## src/rtl/sbox_substitute.sv

```systemverilog
// sbox_substitute: loads a byte S-box with its inverse, then substitutes a valid/ready byte stream
module sbox_substitute #(
  parameter int WIDTH = 8
) (
  input  logic             clk,
  input  logic             rst,
  input  logic             load_en,
  input  logic [WIDTH-1:0] load_data,
  output logic             table_ready,
  output logic             dup_error,
  input  logic             reload,
  input  logic             mode,
  input  logic             in_valid,
  output logic             in_ready,
  input  logic [WIDTH-1:0] in_data,
  output logic             out_valid,
  input  logic             out_ready,
  output logic [WIDTH-1:0] out_data
);
  localparam int N = 1 << WIDTH;
  typedef enum logic [1:0] {LOAD, RUN, DRAIN} state_t;
  state_t           state_q;
  logic [WIDTH:0]   idx_q;
  logic [N-1:0]     seen_q;
  logic [WIDTH-1:0] fwd_q [N];
  logic [WIDTH-1:0] inv_q [N];
  logic             table_ready_q, dup_q, out_valid_q;
  logic [WIDTH-1:0] out_data_q;
  logic             accept, load_last, enter_load;
  logic [WIDTH-1:0] lookup;
  assign in_ready    = state_q == RUN && (!out_valid_q || out_ready);
  assign accept      = in_valid && in_ready;
  assign load_last   = idx_q == (WIDTH+1)'(N - 1);
  assign lookup      = mode ? inv_q[in_data] : fwd_q[in_data];
  assign enter_load  = (state_q == RUN && reload && !out_valid_q && !accept) || (state_q == DRAIN && !out_valid_q);
  assign table_ready = table_ready_q;
  assign dup_error   = dup_q;
  assign out_valid   = out_valid_q;
  assign out_data    = out_data_q;
  // Table RAM: forward entry at the load index, inverse entry keyed by the loaded value (last writer wins)
  always_ff @(posedge clk)
    if (!rst && state_q == LOAD && load_en) begin
      fwd_q[idx_q[WIDTH-1:0]] <= load_data;
      inv_q[load_data]        <= idx_q[WIDTH-1:0];
    end
  // Control: load sequencing, duplicate tracking, output register and reload/drain handling
  always_ff @(posedge clk)
    if (rst) begin
      state_q       <= LOAD;
      idx_q         <= '0;
      seen_q        <= '0;
      table_ready_q <= 1'b0;
      dup_q         <= 1'b0;
      out_valid_q   <= 1'b0;
      out_data_q    <= '0;
    end else begin
      if (accept) begin
        out_valid_q <= 1'b1;
        out_data_q  <= lookup;
      end else if (out_valid_q && out_ready) begin
        out_valid_q <= 1'b0;
      end
      case (state_q)
        LOAD: if (load_en) begin
          seen_q[load_data] <= 1'b1;
          if (seen_q[load_data]) dup_q <= 1'b1;
          idx_q <= idx_q + 1'b1;
          if (load_last) begin
            state_q       <= RUN;
            table_ready_q <= 1'b1;
          end
        end
        RUN:     if (reload) state_q <= enter_load ? LOAD : DRAIN;
        DRAIN:   if (!out_valid_q) state_q <= LOAD;
        default: state_q <= LOAD;
      endcase
      if (enter_load) begin
        idx_q         <= '0;
        seen_q        <= '0;
        table_ready_q <= 1'b0;
        dup_q         <= 1'b0;
      end
    end
endmodule

```

## config.mk

```make
export PLATFORM = sky130hd
export DESIGN_NAME = sbox_substitute
export DESIGN_NICKNAME = d
export VERILOG_FILES = /design/src/rtl/sbox_substitute.sv
export SDC_FILE = /design/constraint.sdc
export NUM_CORES = 2
export LEC_CHECK = 0
export BUFFER_PORTS_ARGS = -buffer_cell sky130_fd_sc_hd__buf_2
export CAP_MARGIN = 20
export CORE_MARGIN = 2
export CORE_UTILIZATION = 57
export DETAILED_ROUTE_END_ITERATION = 12
export PLACE_DENSITY = 0.75
export SYNTH_ARGS = -nofsm -noshare
export SYNTH_HDL_FRONTEND = slang
export SYNTH_SLANG_ARGS = --single-unit
```

## constraint.sdc

```tcl
create_clock -name clk -period 4.9 [get_ports clk]
set_input_delay 0.245 -clock clk [delete_from_list [all_inputs] [get_ports clk]]
set_output_delay 0.245 -clock clk [all_outputs]
set_load 0.05 [all_outputs]
```

==> metrics.txt <==
outcome=complete, no violations; final setup violation count=0; final WL=461000 µm; Via density=6.88; Tcrit/Tclk final=88.0%; H-tree lvl count=5; Syn Std Cell Area=170000 µm²; Slew Limit Fails=0; Nets=8776; final antenna-violating net count=0; Post-Layout Cell Count=13061; Req. time, crit path=roughly 5800 ps; Syn-to-layout area delta=11.5%; commonest non-fill, non-tap cell in the layout=edfxtp_1; Vias=around 90000; setup TNS=0 ps; CP Capture Type=flip-flop; pre-CTS WS=730 ps; Avg Cell Area, Syn=20.1 µm²; first-pass GRT wire length=657000 µm; CP max stage cell=a221oi_1; postcts setup bufs=0; clk sinks=4374; worst vdd ir=0.000427 V; Critical Path Source Type=flip-flop; Yosys warning count=0; layout cells sized above 1=23.9%; Die Width=between 500 and 600 µm; share of the synthesized area in the top cell type=72.3%; final hold violation count=0; power per standard cell area=404 nW/µm²; post-synth top area cell=edfxtp_1; relative slew slack=16.9%; all-layer global routing usage=30.5%; Reg clk slew, reported paths=around 60 ps; Leak=61.9 nW; Die Area=303000 µm²; clock latency on the worst-skew pair=980 ps; GPL Wtd Cong=0.932; number of global-route vias before repair=89428; synthesized net count=8502; Die Y=between 500 and 600 µm; antenna violations before repair=18; clock skew=72.7 ps; final core utilization=63.9%; fill cell count=between 15000 and 20000; largest net degree at the start of global routing=258; drt pass-1 iters=9; Worst Tran Pin Value=1240 ps; Synth cell types=a little over 70; Post-Synthesis Cells=between 8000 and 9000; FF+latch count, synth=4374; max-cap violations=0; setup slack after layout=589 ps; crit path DAT=a little over 5000 ps; critical path peak fanout=8; # rows=200; Ports=35; DP HPWL=276000 µm; Max Buffers Root-to-Sink=4; DR DRC count=0; most frequent cells in the layout=edfxtp_1, mux4_2, nor2_1, clkbuf_16, a21oi_1; drt initial violations=15347; worst hold slack=between 200 and 250 ps; fin crit period=4310 ps; Synth area leaders=edfxtp_1, mux4_2, dfxtp_1, nor2_1, mux2i_1; crit path cell chain=nor2b_1 > and3_1 > o21ai_0 > a311oi_1 > o2111ai_1 > a221oi_1 > buf_4 > a311o_1; Post-synth EDFFs=about 4100; critical path type=flip-flop to flip-flop; fmax=between 200 and 250 MHz; Cells after DPL=roughly 12000; ys flop type=edfxtp_1; unrepaired setup endpoints after global routing=false; total CTS buffers=424; CTS tree=built; core area=~300000 µm²; initial core utilization=57.3%; max incr delay on CP=870 ps; hold crit path type=primary input to flip-flop; post-DR wirelength/cell=approximately 35 µm; Async S/R FF share, synth=0%; CTS root buffer=clkbuf_16; sequential fraction of the synthesis area=about 76%; grt total ovfl=0; IO Port Bufs=34
-- cell usage after synthesis, drive strengths merged, types with 36 or more instances --
master / number
o221ai: 56
o22ai: 58
mux4: 1120
mux2i: 249
o21ai: 52
buf: 289
nand2: 322
nor2: 875
a22oi: 71
a21oi: 361
nor3: 36
clkbuf: 241
dfxtp: 278
nand3: 60
edfxtp: 4096
-- critical path: cells and delay by family (launching register included) --
family          cells  cell delay [ps]
flops               1              370
compound gates      5             2480
simple gates        2             1100
buf+inv             1              230
-- area by class of cell --
type / instances / area [µm²] / share of cell area (%)
Clock inverter: 258 / 2700 / 1.42
Inverter: 12 / 65.1 / 0.0343
Clock buffer: 524 / 11200 / 5.90
Sequential cell: 4374 / 129000 / 67.8
Antenna cell: 18 / 45.0 / 0.0237
Timing Repair Buffer: 378 / 3580 / 1.89
Tap cell: 3939 / 4930 / 2.60
Multi-Input combinational cell: 3558 / 38600 / 20.3
-- through the flow --
step           area, µm²  power [mW]
6_report          190000        76.7
5_1_grt           190000        78.2
4_1_cts           189000        76.7
3_5_place_dp      175000        44.6
3_3_place_gp      175000        44.6
2_1_floorplan     170000        43.3
-- power breakdown --
| part | total [mW] | leakage (nW) | internal (mW) | switching, mW |
|---|---|---|---|---|
| logic | 3.27 | 13.4 | 1.06 | 2.21 |
| clock network | 32.8 | 6.76 | 18.5 | 14.3 |
| registers | 40.7 | 41.8 | 40.7 | 0.00858 |
| total | 76.7 | 61.9 | 60.2 | 16.5 |
-- sequential cells by signal, summed over array words and instances (netlist names) --
name / count
dup_error: 1
fwd_q: 2048
idx_q: 9
inv_q: 2048
out_data: 8
out_valid: 1
seen_q: 256
state_q: 2
table_ready: 1
-- metal layers --
layer	vias to the layer above	global-route usage, %	routed length (µm)
met5	-	0	132
met4	8	14.4	24800
met3	1209	8.63	64000
met2	6984	46.2	214000
met1	46435	41.5	158000
li1	35232	-	-
-- path summary, 6_finish.rpt --
check,depth (start not counted),to,slack [ps],start
max,8,out_data[3],590,state_q[0]
min,4,out_data[6],220,mode
max reg2reg,8,out_data[3],590,state_q[0]
min reg2reg,2,seen_q[254],460,seen_q[254]
-- logic make-up after synthesis --
| group | synth area share, % |
|---|---|
| buffers and inverters | 1.82 |
| and+or+nand+nor | 3.44 |
| AOI/OAI and AO/OA | 2.67 |
| adders and majority gates | 0.0368 |
| DFF | 75.6 |
| muxes | 16.4 |
| xor gates and xnor gates | 0.0360 |
-- repair_timing --
item                                   CTS  global route
endpoints found under the hold margin  284             0
hold buffers                            17             0
gates resized for setup                  0             0
(Power assumes the default switching activity.)
